**config.mk**
```make
export PLATFORM = sky130hd
export DESIGN_NAME = ace_fetch_issue_flat
export DESIGN_NICKNAME = d
export VERILOG_FILES = /design/src/rtl/ace_fetch_pkg.sv /design/src/rtl/ace_fetch_issue_if.sv /design/src/rtl/fetch_vld_mask.sv /design/src/rtl/ace_fetch_issue.sv /design/src/flat_wrapper.sv
export SDC_FILE = /design/constraint.sdc
export NUM_CORES = 1
export LEC_CHECK = 0
export CORE_AREA = 2 2 277 279
export DETAILED_ROUTE_END_ITERATION = 6
export DIE_AREA = 0 0 279 281
export DONT_BUFFER_PORTS = 1
export GPL_ROUTABILITY_DRIVEN = 0
export GPL_TIMING_DRIVEN = 1
export PLACE_DENSITY = 0.35
export SETUP_SLACK_MARGIN = 0.3
export SLEW_MARGIN = 0
export SYNTH_ARGS = -nofsm -noshare
export SYNTH_HDL_FRONTEND = slang
export SYNTH_SLANG_ARGS = --single-unit
export TNS_END_PERCENT = 10
```
**constraint.sdc**
```tcl
create_clock -name clock -period 3.22 [get_ports clock]
set_clock_uncertainty 0.15 [all_clocks]
set_input_delay 0.161 -clock clock [delete_from_list [all_inputs] [get_ports clock]]
set_output_delay 0.161 -clock clock [all_outputs]
set_load 0.005 [all_outputs]
```
**src/rtl/ace_fetch_pkg.sv**
```systemverilog
// Shared types and constants for the ace fetch/issue stage.
package ace_fetch_pkg;

  localparam int unsigned FETCH_WIDTH = 8;
  localparam int unsigned INST_W      = 32;
  localparam int unsigned LINE_BYTES  = 32;
  localparam int unsigned OFFSET_W    = $clog2(FETCH_WIDTH);

  typedef enum logic [1:0] {
    ST_REQ,
    ST_WAIT,
    ST_HOLD,
    ST_DRAIN
  } fetch_state_e;

  typedef logic [FETCH_WIDTH-1:0][INST_W-1:0] bundle_t;
  typedef logic [FETCH_WIDTH-1:0]             slot_mask_t;

endpackage

```
**src/rtl/ace_fetch_issue_if.sv**
```systemverilog
// Redirect, I-cache and decode-side signals of the fetch/issue stage.
interface ace_fetch_issue_if;
  logic         redirect_vld_i;
  logic [63:0]  redirect_pc_i;
  logic         icache_req_vld_o;
  logic [63:0]  icache_req_pc_o;
  logic         icache_req_rdy_i;
  logic         icache_rsp_vld_i;
  logic [255:0] icache_rsp_data_i;
  logic         instbuf_full_i;
  logic         pipe_load_decode_o;
  logic [31:0]  fetch_inst0_o, fetch_inst1_o, fetch_inst2_o, fetch_inst3_o;
  logic [31:0]  fetch_inst4_o, fetch_inst5_o, fetch_inst6_o, fetch_inst7_o;
  logic         fetch_inst0_vld_o, fetch_inst1_vld_o, fetch_inst2_vld_o, fetch_inst3_vld_o;
  logic         fetch_inst4_vld_o, fetch_inst5_vld_o, fetch_inst6_vld_o, fetch_inst7_vld_o;
  logic [63:0]  fetch_pc_o;

  modport master (
    input  redirect_vld_i, redirect_pc_i, icache_req_rdy_i, icache_rsp_vld_i,
           icache_rsp_data_i, instbuf_full_i,
    output icache_req_vld_o, icache_req_pc_o, pipe_load_decode_o, fetch_pc_o,
           fetch_inst0_o, fetch_inst1_o, fetch_inst2_o, fetch_inst3_o,
           fetch_inst4_o, fetch_inst5_o, fetch_inst6_o, fetch_inst7_o,
           fetch_inst0_vld_o, fetch_inst1_vld_o, fetch_inst2_vld_o, fetch_inst3_vld_o,
           fetch_inst4_vld_o, fetch_inst5_vld_o, fetch_inst6_vld_o, fetch_inst7_vld_o
  );

  modport slave (
    output redirect_vld_i, redirect_pc_i, icache_req_rdy_i, icache_rsp_vld_i,
           icache_rsp_data_i, instbuf_full_i,
    input  icache_req_vld_o, icache_req_pc_o, pipe_load_decode_o, fetch_pc_o,
           fetch_inst0_o, fetch_inst1_o, fetch_inst2_o, fetch_inst3_o,
           fetch_inst4_o, fetch_inst5_o, fetch_inst6_o, fetch_inst7_o,
           fetch_inst0_vld_o, fetch_inst1_vld_o, fetch_inst2_vld_o, fetch_inst3_vld_o,
           fetch_inst4_vld_o, fetch_inst5_vld_o, fetch_inst6_vld_o, fetch_inst7_vld_o
  );
endinterface

```
**src/rtl/fetch_vld_mask.sv**
```systemverilog
// Maps the in-line word offset of the fetch PC to the valid-slot mask:
// slot N is valid when N >= offset.
module fetch_vld_mask
  import ace_fetch_pkg::*;
(
  input  logic [OFFSET_W-1:0] offset_i,
  output slot_mask_t          mask_o
);

  slot_mask_t all_ones;

  always_comb begin
    all_ones = '1;
    mask_o   = all_ones << offset_i;
  end

endmodule

```
**src/rtl/ace_fetch_issue.sv**
```systemverilog
// Fetch/issue stage: requests one 32-byte I-cache line at a time, holds the
// returned bundle until decode accepts it, and handles retire redirects.
module ace_fetch_issue
  import ace_fetch_pkg::*;
#(
  parameter logic [63:0] RESET_PC = 64'h0
) (
  input  logic               clock,
  input  logic               reset_n,
  ace_fetch_issue_if.master  bus
);

  localparam logic [63:0] LINE_MASK = ~64'(LINE_BYTES - 1);

  fetch_state_e state_q, state_d;
  logic [63:0]  pc_q, pc_d;
  slot_mask_t   vld_q, vld_d;
  bundle_t      bundle_q, bundle_d;
  logic         req_vld_q, req_vld_d;
  logic         load;
  slot_mask_t   slot_mask;

  fetch_vld_mask u_vld_mask (
    .offset_i (pc_q[4:2]),
    .mask_o   (slot_mask)
  );

  // NOTE: every variable gets a default before the case so no path leaves it unassigned (no latch).
  always_comb begin
    state_d  = state_q;
    pc_d     = pc_q;
    vld_d    = vld_q;
    bundle_d = bundle_q;
    load     = 1'b0;

    if (bus.redirect_vld_i) begin
      // Redirect wins over every other event; a request still in flight must be drained.
      pc_d  = bus.redirect_pc_i & ~64'h3;
      vld_d = '0;
      unique case (state_q)
        ST_REQ:   state_d = (req_vld_q && bus.icache_req_rdy_i) ? ST_DRAIN : ST_REQ;
        ST_WAIT:  state_d = bus.icache_rsp_vld_i ? ST_REQ : ST_DRAIN;
        ST_HOLD:  state_d = ST_REQ;
        ST_DRAIN: state_d = bus.icache_rsp_vld_i ? ST_REQ : ST_DRAIN;
        default:  state_d = ST_REQ;
      endcase
    end else begin
      unique case (state_q)
        ST_REQ: begin
          if (req_vld_q && bus.icache_req_rdy_i) state_d = ST_WAIT;
        end
        ST_WAIT: begin
          if (bus.icache_rsp_vld_i) begin
            bundle_d = bus.icache_rsp_data_i;
            vld_d    = slot_mask;
            state_d  = ST_HOLD;
          end
        end
        ST_HOLD: begin
          if (!bus.instbuf_full_i) begin
            load    = 1'b1;
            pc_d    = (pc_q & LINE_MASK) + 64'(LINE_BYTES);
            vld_d   = '0;
            state_d = ST_REQ;
          end
        end
        ST_DRAIN: begin
          if (bus.icache_rsp_vld_i) state_d = ST_REQ;
        end
        default: state_d = ST_REQ;
      endcase
    end

    // The request valid is registered so it stays low throughout reset.
    req_vld_d = (state_d == ST_REQ);
  end

  // NOTE: sequential state uses non-blocking assignments so all flops update from pre-edge values.
  always_ff @(posedge clock) begin
    if (!reset_n) begin
      state_q   <= ST_REQ;
      pc_q      <= RESET_PC;
      vld_q     <= '0;
      req_vld_q <= 1'b0;
      // NOTE: the bundle register is reset because its contents are visible on the outputs.
      bundle_q  <= '0;
    end else begin
      state_q   <= state_d;
      pc_q      <= pc_d;
      vld_q     <= vld_d;
      req_vld_q <= req_vld_d;
      bundle_q  <= bundle_d;
    end
  end

  assign bus.icache_req_vld_o   = req_vld_q;
  assign bus.icache_req_pc_o    = pc_q & LINE_MASK;
  assign bus.pipe_load_decode_o = load;
  assign bus.fetch_pc_o         = pc_q;

  assign bus.fetch_inst0_o = bundle_q[0];
  assign bus.fetch_inst1_o = bundle_q[1];
  assign bus.fetch_inst2_o = bundle_q[2];
  assign bus.fetch_inst3_o = bundle_q[3];
  assign bus.fetch_inst4_o = bundle_q[4];
  assign bus.fetch_inst5_o = bundle_q[5];
  assign bus.fetch_inst6_o = bundle_q[6];
  assign bus.fetch_inst7_o = bundle_q[7];

  assign bus.fetch_inst0_vld_o = vld_q[0];
  assign bus.fetch_inst1_vld_o = vld_q[1];
  assign bus.fetch_inst2_vld_o = vld_q[2];
  assign bus.fetch_inst3_vld_o = vld_q[3];
  assign bus.fetch_inst4_vld_o = vld_q[4];
  assign bus.fetch_inst5_vld_o = vld_q[5];
  assign bus.fetch_inst6_vld_o = vld_q[6];
  assign bus.fetch_inst7_vld_o = vld_q[7];

endmodule

```
**src/flat_wrapper.sv**
```systemverilog
// flat-port wrapper written by rule: the top's interface ports become plain ports
module ace_fetch_issue_flat import ace_fetch_pkg::*;
#(
  parameter logic [63:0] RESET_PC = 64'h0
)
  (clock, reset_n, bus_redirect_vld_i, bus_redirect_pc_i, bus_icache_req_rdy_i, bus_icache_rsp_vld_i, bus_icache_rsp_data_i, bus_instbuf_full_i, bus_icache_req_vld_o, bus_icache_req_pc_o, bus_pipe_load_decode_o, bus_fetch_pc_o, bus_fetch_inst0_o, bus_fetch_inst1_o, bus_fetch_inst2_o, bus_fetch_inst3_o, bus_fetch_inst4_o, bus_fetch_inst5_o, bus_fetch_inst6_o, bus_fetch_inst7_o, bus_fetch_inst0_vld_o, bus_fetch_inst1_vld_o, bus_fetch_inst2_vld_o, bus_fetch_inst3_vld_o, bus_fetch_inst4_vld_o, bus_fetch_inst5_vld_o, bus_fetch_inst6_vld_o, bus_fetch_inst7_vld_o);
  ace_fetch_issue_if bus_i ();
  input  logic clock;
  input  logic reset_n;
  input wire logic [$bits(bus_i.redirect_vld_i)-1:0] bus_redirect_vld_i;
  input wire logic [$bits(bus_i.redirect_pc_i)-1:0] bus_redirect_pc_i;
  input wire logic [$bits(bus_i.icache_req_rdy_i)-1:0] bus_icache_req_rdy_i;
  input wire logic [$bits(bus_i.icache_rsp_vld_i)-1:0] bus_icache_rsp_vld_i;
  input wire logic [$bits(bus_i.icache_rsp_data_i)-1:0] bus_icache_rsp_data_i;
  input wire logic [$bits(bus_i.instbuf_full_i)-1:0] bus_instbuf_full_i;
  output wire logic [$bits(bus_i.icache_req_vld_o)-1:0] bus_icache_req_vld_o;
  output wire logic [$bits(bus_i.icache_req_pc_o)-1:0] bus_icache_req_pc_o;
  output wire logic [$bits(bus_i.pipe_load_decode_o)-1:0] bus_pipe_load_decode_o;
  output wire logic [$bits(bus_i.fetch_pc_o)-1:0] bus_fetch_pc_o;
  output wire logic [$bits(bus_i.fetch_inst0_o)-1:0] bus_fetch_inst0_o;
  output wire logic [$bits(bus_i.fetch_inst1_o)-1:0] bus_fetch_inst1_o;
  output wire logic [$bits(bus_i.fetch_inst2_o)-1:0] bus_fetch_inst2_o;
  output wire logic [$bits(bus_i.fetch_inst3_o)-1:0] bus_fetch_inst3_o;
  output wire logic [$bits(bus_i.fetch_inst4_o)-1:0] bus_fetch_inst4_o;
  output wire logic [$bits(bus_i.fetch_inst5_o)-1:0] bus_fetch_inst5_o;
  output wire logic [$bits(bus_i.fetch_inst6_o)-1:0] bus_fetch_inst6_o;
  output wire logic [$bits(bus_i.fetch_inst7_o)-1:0] bus_fetch_inst7_o;
  output wire logic [$bits(bus_i.fetch_inst0_vld_o)-1:0] bus_fetch_inst0_vld_o;
  output wire logic [$bits(bus_i.fetch_inst1_vld_o)-1:0] bus_fetch_inst1_vld_o;
  output wire logic [$bits(bus_i.fetch_inst2_vld_o)-1:0] bus_fetch_inst2_vld_o;
  output wire logic [$bits(bus_i.fetch_inst3_vld_o)-1:0] bus_fetch_inst3_vld_o;
  output wire logic [$bits(bus_i.fetch_inst4_vld_o)-1:0] bus_fetch_inst4_vld_o;
  output wire logic [$bits(bus_i.fetch_inst5_vld_o)-1:0] bus_fetch_inst5_vld_o;
  output wire logic [$bits(bus_i.fetch_inst6_vld_o)-1:0] bus_fetch_inst6_vld_o;
  output wire logic [$bits(bus_i.fetch_inst7_vld_o)-1:0] bus_fetch_inst7_vld_o;
  assign bus_i.redirect_vld_i = bus_redirect_vld_i;
  assign bus_i.redirect_pc_i = bus_redirect_pc_i;
  assign bus_i.icache_req_rdy_i = bus_icache_req_rdy_i;
  assign bus_i.icache_rsp_vld_i = bus_icache_rsp_vld_i;
  assign bus_i.icache_rsp_data_i = bus_icache_rsp_data_i;
  assign bus_i.instbuf_full_i = bus_instbuf_full_i;
  assign bus_icache_req_vld_o = bus_i.icache_req_vld_o;
  assign bus_icache_req_pc_o = bus_i.icache_req_pc_o;
  assign bus_pipe_load_decode_o = bus_i.pipe_load_decode_o;
  assign bus_fetch_pc_o = bus_i.fetch_pc_o;
  assign bus_fetch_inst0_o = bus_i.fetch_inst0_o;
  assign bus_fetch_inst1_o = bus_i.fetch_inst1_o;
  assign bus_fetch_inst2_o = bus_i.fetch_inst2_o;
  assign bus_fetch_inst3_o = bus_i.fetch_inst3_o;
  assign bus_fetch_inst4_o = bus_i.fetch_inst4_o;
  assign bus_fetch_inst5_o = bus_i.fetch_inst5_o;
  assign bus_fetch_inst6_o = bus_i.fetch_inst6_o;
  assign bus_fetch_inst7_o = bus_i.fetch_inst7_o;
  assign bus_fetch_inst0_vld_o = bus_i.fetch_inst0_vld_o;
  assign bus_fetch_inst1_vld_o = bus_i.fetch_inst1_vld_o;
  assign bus_fetch_inst2_vld_o = bus_i.fetch_inst2_vld_o;
  assign bus_fetch_inst3_vld_o = bus_i.fetch_inst3_vld_o;
  assign bus_fetch_inst4_vld_o = bus_i.fetch_inst4_vld_o;
  assign bus_fetch_inst5_vld_o = bus_i.fetch_inst5_vld_o;
  assign bus_fetch_inst6_vld_o = bus_i.fetch_inst6_vld_o;
  assign bus_fetch_inst7_vld_o = bus_i.fetch_inst7_vld_o;
  ace_fetch_issue #(.RESET_PC(RESET_PC)) u_core (.clock(clock), .reset_n(reset_n), .bus(bus_i));
endmodule
```
**Word level (Yosys, flattened, before mapping)**

Cells that the tools add are included.

- Register bits: 331
- Input bits: 326
- Output and inout port bits: 394
- Logic and storage cells: 53

- $add $sub $neg: 1
- Equal/unequal tests: 6
- Shift-type cells: 1
- Mux-type cells: 18
- Bitwise gates (word level): 3
- Reductions and logical operators: 11

Operators by type and width:

| cell | count |
|---|---|
| two-way mux 64 bit | 3 |
| adder 64 x 6 -> 64 bit (second input constant) | 1 |
| two-way mux 8 bit | 2 |
| one-hot mux 8 bit (2 select lines) | 1 |
| two-way mux 2 bit | 7 |
| one-hot mux 2 bit (4 select lines) | 1 |
| << shifter 8 x 3 -> 8 bit (first input constant) | 1 |
| != test 2 bit (second input constant) | 3 |
| one-hot mux 2 bit (3 select lines) | 1 |
| AND reduction 3 bit | 2 |
| == test 2 bit (second input constant) | 2 |
| logical NOT 2 bit | 2 |
| AND reduction 2 bit | 2 |
| nonzero test 2 bit | 2 |
| OR reduction 2 bit | 2 |
| two-way mux 1 bit | 3 |
| NOT 1 bit | 3 |
| == test 2 x 1 -> 1 bit (second input constant) | 1 |
| logical AND 1 bit | 1 |

**Logic depth before layout (Yosys ltp)**

Gate-level depths: netlist (run 1).

- Depth in word-level cells: 5
- Mapped depth: 8
- Mapped depth without buffers: 6

**Modules after synthesis**

Synthesis (run 1) repeated with hierarchy kept, for this count alone.

- Cells, all modules: 1694
- Area, all modules: 13913.3 sq um

By module, submodules not included:

| module | instances | cells an instance | area each (sq um) | sequential area each (sq um) |
|---|---|---|---|---|
| ace_fetch_issue | 1 | 1685 | 13865.8 | 6586.3 |
| fetch_vld_mask | 1 | 9 | 47.5 | 0.0 |

**Worst setup path before layout (run 1)**

No wires, ideal clock.

- Path kind: reg-to-reg
- From: reg u_core.pc_q[5] (netlist: u_core.bus.fetch_pc_o[5])
- To: reg u_core.pc_q[63] (netlist: u_core.bus.fetch_pc_o[63])
- Setup time: 62 ps
- Arrival: 2572 ps
- Data required time: 3008 ps
- Path slack: 436 ps
- Cell stages (with the launch flop): 9
- Path buffers: 2
- Period minus slack after synthesis: 2784 ps
- Path through: dfxtp_1 > ha_1 > nand4bb_4 > or4_4 > buf_6 > or4b_1 > buf_2 > or4_1 > nand3_1

- Longest elaborated chain between the ends: 4

RTL lines:

| item | line | source |
|---|---|---|
| from (decl) | ace_fetch_issue.sv:16 | `logic [63:0] pc_q, pc_d;` |
| from (signal assigned) | ace_fetch_issue.sv:89 | `pc_q <= pc_d;` |
| adder 64 x 6 -> 64 bit | ace_fetch_issue.sv:62 | `pc_d = (pc_q & LINE_MASK) + 64'(LINE_BYTES);` |
| two-way mux 64 bit | ace_fetch_issue.sv:60 | `if (!bus.instbuf_full_i) begin` |
| two-way mux 64 bit | ace_fetch_issue.sv:48 | `unique case (state_q)` |
| two-way mux 64 bit | ace_fetch_issue.sv:36 | `if (bus.redirect_vld_i) begin` |

No other way between the ends. The select of a mux whose other input is x is not followed.
A chain may end at the register's enable or synchronous reset.

**Worst setup path after layout (run 1)**

- From: reg u_core.pc_q[6] (netlist: u_core.bus.fetch_pc_o[6])
- To: reg u_core.pc_q[63] (netlist: u_core.bus.fetch_pc_o[63])

Same word-level chain as after synthesis.

==> results of run 1 <==
how the worst min path moves through the flow:
stage,startpoint,endpoint,slack [ps],cells past startpoint
6_report,reset_n,u_core.bus.fetch_pc_o[61],90,2
5_1_grt,reset_n,u_core.bus.fetch_pc_o[33],100,2
4_1_cts,bus_redirect_vld_i,u_core.bus.fetch_pc_o[44],5,3
3_5_place_dp,bus_redirect_pc_i[6],u_core.bus.fetch_pc_o[6],150,1
3_3_place_gp,bus_redirect_pc_i[19],u_core.bus.fetch_pc_o[19],150,1
2_1_floorplan,bus_redirect_pc_i[12],u_core.bus.fetch_pc_o[12],150,1
cell usage in the layout, fill, tap and decap left out, types with 9 or more instances in the layout:
cell           instances
nand2_1              548
dlygate4sd3_1        473
dfxtp_1              329
a21boi_0             257
o21ai_0               57
clkbuf_16             43
buf_4                 36
nand3_1               32
a21oi_1               30
a31oi_1               25
nor2_1                23
xnor2_1               21
and3_1                15
or4_1                 15
nand4_1               14
nor4_1                13
or3_1                 12
inv_1                 11
clkbuf_8              11
nor3_1                 9
cells by family after synthesis:
logic type | share of synthesized area
AOI/OAI and AO/OA | 0.200
xor gates and xnor gates | 0.0177
adders and majority gates | 0.000904
buffers and inverters | 0.0739
DFF | 0.476
muxes | 0.00154
other | 0.000271
and+or+nand+nor | 0.230
state kept, by name, summed over array words and instances, names as in the netlist:
signal	flops
u_core.bus.fetch_pc_o	62
u_core.bus.fetch_inst0_o	32
u_core.bus.fetch_inst1_o	32
u_core.bus.fetch_inst2_o	32
u_core.bus.fetch_inst3_o	32
u_core.bus.fetch_inst4_o	32
u_core.bus.fetch_inst5_o	32
u_core.bus.fetch_inst6_o	32
u_core.bus.fetch_inst7_o	32
u_core.vld_q	8
u_core.state_q	2
u_core.bus.icache_req_vld_o	1
critical path: cells and delay by family (launching register included):
family                   cells  cell delay, ps
flip-flops                   1             350
AND/OR/NAND/NOR              5            2030
adder cells (fa/ha/maj)      1             280
per-layer routing:
layer,track usage,vias up,routed length [um]
met5,0,-,0
met4,0.0481,0,1690
met3,0.0455,81,4690
met2,0.224,479,27000
met1,0.143,6247,21200
li1,-,6346,-
repair_timing:
item / in CTS / in global routing
hold buffers: 475 / 0
setup endpoints to repair: 0 / 78
hold endpoints to repair: 329 / 0
setup buffers: 0 / 6
cell usage after synthesis (2+ instances only):
cell	count	area, um2
a211oi_1	2	15.0
a21boi_0	257	1930
a21oi_1	30	150
a31oi_1	25	156
and2_1	8	50.1
and3_1	15	93.8
and4_1	8	70.1
buf_1	8	30.0
buf_2	2	10.0
buf_4	66	495
buf_6	4	45.0
clkbuf_1	106	398
dfxtp_1	329	6590
inv_1	12	45.0
nand2_1	548	2060
nand2b_1	8	50.1
nand3_1	32	160
nand3b_1	4	30.0
nand4_1	14	87.6
nor2_1	24	90.1
nor2b_1	6	37.5
nor3_1	9	45.0
nor3b_1	5	37.5
nor4_1	13	81.3
o211a_1	5	50.1
o21ai_0	57	285
o311a_1	6	60.1
o31a_1	2	17.5
o31ai_1	8	60.1
or2_2	2	12.5
or3_1	12	75.1
or4_1	15	113
xnor2_1	21	184
xor2_1	7	61.3
through the flow:
step                 util  area, um2  hold WS [ps]
finish              0.275      20800          89.7
global route        0.275      20800          96.0
CTS                 0.274      20700          5.25
detailed placement  0.192      14500           154
global placement    0.192      14500           151
floorplan               -      13900           149
power groups by stage:
| stage | registers [W] | clock network (W) | logic [W] |
|---|---|---|---|
| after floorplan | 0.00437 | 0 | 0.000381 |
| after global placement | 0.00443 | 0 | 0.000340 |
| after detailed placement | 0.00443 | 0 | 0.000346 |
| after CTS | 0.00434 | 0.00516 | 0.000837 |
| after global routing | 0.00436 | 0.00528 | 0.000917 |
| final | 0.00434 | 0.00497 | 0.000842 |
final cells by class:
| cell class | count | area (um2) |
|---|---|---|
| clock inverter | 14 | 205 |
| clock buffer | 60 | 1250 |
| multi-input combinational | 1166 | 6280 |
| tap | 978 | 1220 |
| timing repair buffer | 518 | 5190 |
| inverter | 12 | 45.0 |
| sequential | 329 | 6590 |
| fill | 8102 | 54700 |
==> summary.txt, run 1 <==
Run status
  • Status: complete, no violations

Drt
  • Via count: 13,200
  • Initial DRC Count: 501
  • # DRC: 0
  • Vias/cell: about 4.3
  • Post-route ant nets: 0
  • Routed length per instance: ~18 um
  • Detailed Routing Iterations Pass 1: 4
  • DRT Wirelength: 54.5 mm

STA
  • Period utilisation layout: 0.893
  • Period minus WS final: between 2000 and 3000 ps
  • Max_slew headroom: 0.428
  • Fmax: 348 MHz
  • Setup TNS: 0 ps
  • Worst Tran Pin Value: roughly 860 ps
  • Worst setup margin: 345 ps
  • RSZ-0062 raised after global routing: yes
  • Final hold violation count: 0
  • Slew Limit Fails: 0
  • Finish-stage setup viols: 0

Clocking
  • TritonCTS clock tree: done
  • Post-CTS Resized: 0
  • Total CTS buffers: 41
  • CTS H-Tree Depth: 2
  • Worst-path clk slew: 60 ps
  • Clock sink count: 329
  • Clock Latency Late Sink: 550 ps
  • Clk buf depth: 3
  • Clk root buf: clkbuf_16

Worst setup path
  • Critical Path End: u_core.bus.fetch_pc_o[63]
  • Critical path type: register to register
  • Start point of the critical path: u_core.bus.fetch_pc_o[6]
  • Cells along the critical path: ha_1 -> nand4bb_4 -> or4_4 -> or4b_1 -> or4_1 -> nand3_1
  • Slowest CP cell: or4b_1
  • Arr. time, crit path: 3220 ps
  • Crit-path max FO: 7
  • Worst r2r src: u_core.bus.fetch_pc_o[6]
  • Startpoint types: register
  • R2R setup slack: roughly 340 ps
  • Cell count of the worst reg-to-reg path: 6
  • Max incr delay on CP: 680 ps
  • Worst path required time: 3570 ps
  • CP Capture Type: register
  • RR Endpoint: u_core.bus.fetch_pc_o[63]

Floorplan
  • Core region area: ~0.075 mm2
  • IO Pins: around 700
  • Starting Density: 0.183
  • Die Span Y: 281 um
  • DIE AREA: 0.0784 mm2
  • Die width: 279 um
  • Num rows: ~100

GRT
  • Largest net degree at the start of global routing: 207
  • Total track usage: 0.128
  • Vias in the first global route: ~13,000
  • Gr ovfl total: 0
  • Global-route wire length before repair: approximately 80 mm
  • Antenna violations before repair: 1

Placement
  • Final HPWL DP: 36.4 mm
  • PortBufs: 0
  • Dpl ws: 374 ps
  • Placed insts: approximately 2,500

Logic synthesis
  • Seq/Total Area, Yosys: 0.476
  • Yosys warnings: 0
  • Async S/R FF share, synth: 0
  • Number of flops mapped to enable cells by yosys: 0
  • Post-Synthesis Cells: 1,686
  • Library cells used by synthesis: 50
  • Synthesis-stage register bit count: 329
  • Syn Std Cell Area: 0.0138 mm2
  • Syn avg cell area: 8.21 um2
  • Top_reg_cell synth: dfxtp_1

Power and ir drop
  • Comb pwr share: 0.083
  • Power Total: between 0.01 and 0.015 W
  • Clock network fraction of design power: 0.490
  • Psw: 0.00237 W
  • Reg power frac: 0.427
  • Sw Ratio: 0.234
  • Pwr Density: 489 mW/mm2
  • Worst-case vdd ir drop: 278 uV
  • Static Leak: 7.13 nW
  • Internal: 0.00778 W

Flow run
  • Max cap viols: 0

Layout
  • Non-filler cells in the finished layout: 3,077
  • NumNets Final: ~2,400
  • # diodes: 0
  • Share of cells above drive strength 1: 0.0596
  • Syn-to-layout area delta: 50.1%

Min path
  • Worst hold path class: input port to register
No activity file was read; power rests on OpenSTA's default activity.
==> inputs of run 2 (changes only) <==
--- a/config.mk
+++ b/config.mk
@@ -6,6 +6,7 @@
 export NUM_CORES = 1
 export LEC_CHECK = 0
 export CORE_AREA = 2 2 277 279
+export CTS_BUF_LIST = sky130_fd_sc_hd__clkbuf_8
 export DETAILED_ROUTE_END_ITERATION = 6
 export DIE_AREA = 0 0 279 281
 export DONT_BUFFER_PORTS = 1
==> summary.txt, run 2 (synthesized netlist as in run 1, its figures left out) <==
Run status
  • Status: complete, no violations

Worst setup path
  • Startpoint types: register
  • Arr. time, crit path: 3260 ps (+40 ps)
  • Worst r2r src: u_core.bus.fetch_pc_o[6]
  • Max incr delay on CP: 680 ps (about the same)
  • Critical Path End: u_core.bus.fetch_pc_o[63]
  • Crit-path max FO: 7 (unchanged)
  • Slowest CP cell: or4b_1
  • Start point of the critical path: u_core.bus.fetch_pc_o[6]
  • Cell count of the worst reg-to-reg path: 6 (unchanged)
  • RR Endpoint: u_core.bus.fetch_pc_o[63]
  • Critical path type: register to register
  • Worst path required time: 3620 ps (+50 ps)
  • R2R setup slack: 360 ps (about the same)
  • Cells along the critical path: ha_1 -> nand4bb_4 -> or4_4 -> or4b_1 -> or4_1 -> nand3_1
  • CP Capture Type: register

Drt
  • DRT Wirelength: 55.7 mm (+2.2%)
  • Initial DRC Count: 592 (+18%)
  • Detailed Routing Iterations Pass 1: 5 (+1)
  • Post-route ant nets: 0 (unchanged)
  • Via count: 13,400 (+2.2%)
  • Routed length per instance: 17.7 um (-0.24%)
  • Vias/cell: 4.26 (-0.25%)
  • # DRC: 0 (unchanged)

STA
  • Slew Limit Fails: 0 (unchanged)
  • Setup TNS: 0 ps (unchanged)
  • Final hold violation count: 0 (unchanged)
  • Fmax: 350 MHz (+0.52%)
  • Max_slew headroom: 0.344 (-0.0837)
  • RSZ-0062 raised after global routing: yes
  • Worst hold slack: 97.4 ps (+7.71 ps)
  • Finish-stage setup viols: 0 (unchanged)
  • Period utilisation layout: 0.888 (-0.00465)
  • Period minus WS final: 2860 ps (-15.0 ps)
  • Worst Tran Pin Value: 984 ps (+126 ps)

Power and ir drop
  • Pwr Density: 455 mW/mm2 (-6.8%)
  • Worst-case vdd ir drop: 264 uV (-4.8%)
  • Static Leak: 7.17 nW (+0.58%)

GRT
  • Gr ovfl total: 0 (unchanged)
  • Global-route wire length before repair: 78.3 mm (-0.68%)
  • Largest net degree at the start of global routing: 326 (+57%)
  • Vias in the first global route: 13,300 (+2.1%)
  • Total track usage: 0.128 (-0.000247)
  • Antenna violations before repair: 3 (+2)

Clocking
  • Worst-path clk slew: 60 ps (about the same)
  • CTS H-Tree Depth: 3 (+1)
  • Clock sink count: 329 (unchanged)
  • Clk buf depth: 3 (unchanged)
  • Clock Latency Late Sink: 620 ps (+70 ps)
  • Clk root buf: clkbuf_8
  • Total CTS buffers: 67 (+63%)
  • TritonCTS clock tree: done

Layout
  • Most frequent cells in the layout: nand2_1, dlygate4sd3_1, dfxtp_1
  • Most common cell after layout, fill and taps aside: nand2_1
  • Share of cells above drive strength 1: 0.0681 (+0.00856)
  • NumNets Final: 2,453 (+2.4%)
  • Non-filler cells in the finished layout: 3,153 (+2.5%)
  • Max FFs per register: 62 (unchanged)
  • Syn-to-layout area delta: 51.3%

Flow run
  • Max cap viols: 0 (unchanged)

Floorplan
  • Starting Density: 0.183 (unchanged)
  • Core region area: 0.0754 mm2 (unchanged)
  • Num rows: 101 (unchanged)
  • DIE AREA: 0.0784 mm2 (unchanged)
  • Die width: 279 um (unchanged)
  • IO Pins: 720 (unchanged)
  • Die Span Y: 281 um (unchanged)

Placement
  • Final HPWL DP: 36.4 mm (unchanged)
  • PortBufs: 0 (unchanged)
  • Placed insts: 2,521 (unchanged)

Min path
  • Worst hold path class: input port to register
## run 2: how the worst min path moves through the flow
stage	startpoint	endpoint	slack, ps	cells past startpoint
final	bus_icache_rsp_data_i[17]	u_core.bus.fetch_inst0_o[17]	100	3
after global routing	bus_icache_rsp_data_i[35]	u_core.bus.fetch_inst1_o[3]	20	3
after CTS	reset_n	u_core.bus.fetch_inst2_o[27]	-540	1
after detailed placement	bus_redirect_pc_i[6]	u_core.bus.fetch_pc_o[6]	150	1
after global placement	bus_redirect_pc_i[19]	u_core.bus.fetch_pc_o[19]	150	1
after floorplan	bus_redirect_pc_i[12]	u_core.bus.fetch_pc_o[12]	150	1
## run 2: timing repair
item	in CTS	in global routing
resized for setup	0	0
endpoints found under the hold margin	329	242
buffers inserted	0	7
endpoints found under the setup margin	0	75
hold buffers	473	33
## run 2: worst max-delay path, delay by kind of cell, from the launching register on
kind / cells / cell delay (ps)
simple gates: 5 / 2030
fa+ha+maj: 1 / 280
flops: 1 / 340
## run 2: layout make-up
class	instances	area (um2)
Fill cell	8078	54500
Sequential cell	329	6590
Multi-Input combinational cell	1166	6280
Timing Repair Buffer	550	5490
Tap cell	978	1220
Clock buffer	83	1140
Clock inverter	33	176
Inverter	12	45.0
Antenna cell	2	5.00
## run 2: where the power goes
part           internal [W]  total, W  switching [W]
Sequential          0.00418   0.00434       0.000163
Combinational      0.000530  0.000863       0.000333
Clock               0.00240   0.00433        0.00193
Total               0.00711   0.00954        0.00243
## run 2: routing by layer
metal | up-vias | GRT usage | share of wire | wire [um]
met5 | - | 0 | 0 | 0
met4 | 0 | 0.0482 | 0.028 | 1540
met3 | 95 | 0.0510 | 0.085 | 4730
met2 | 520 | 0.223 | 0.50 | 27600
met1 | 6360 | 0.139 | 0.39 | 21800
li1 | 6469 | - | - | -
## run 2: through the flow
stage          utilization  power [W]  cell area [um2]  setup WS [ps]
4_1_cts              0.272    0.00968            20500            310
3_5_place_dp         0.192    0.00478            14500            374
6_report             0.278    0.00954            20900            360
3_3_place_gp         0.192    0.00477            14500            347
2_1_floorplan            -    0.00475            13900            436
5_1_grt              0.278    0.00999            20900            229
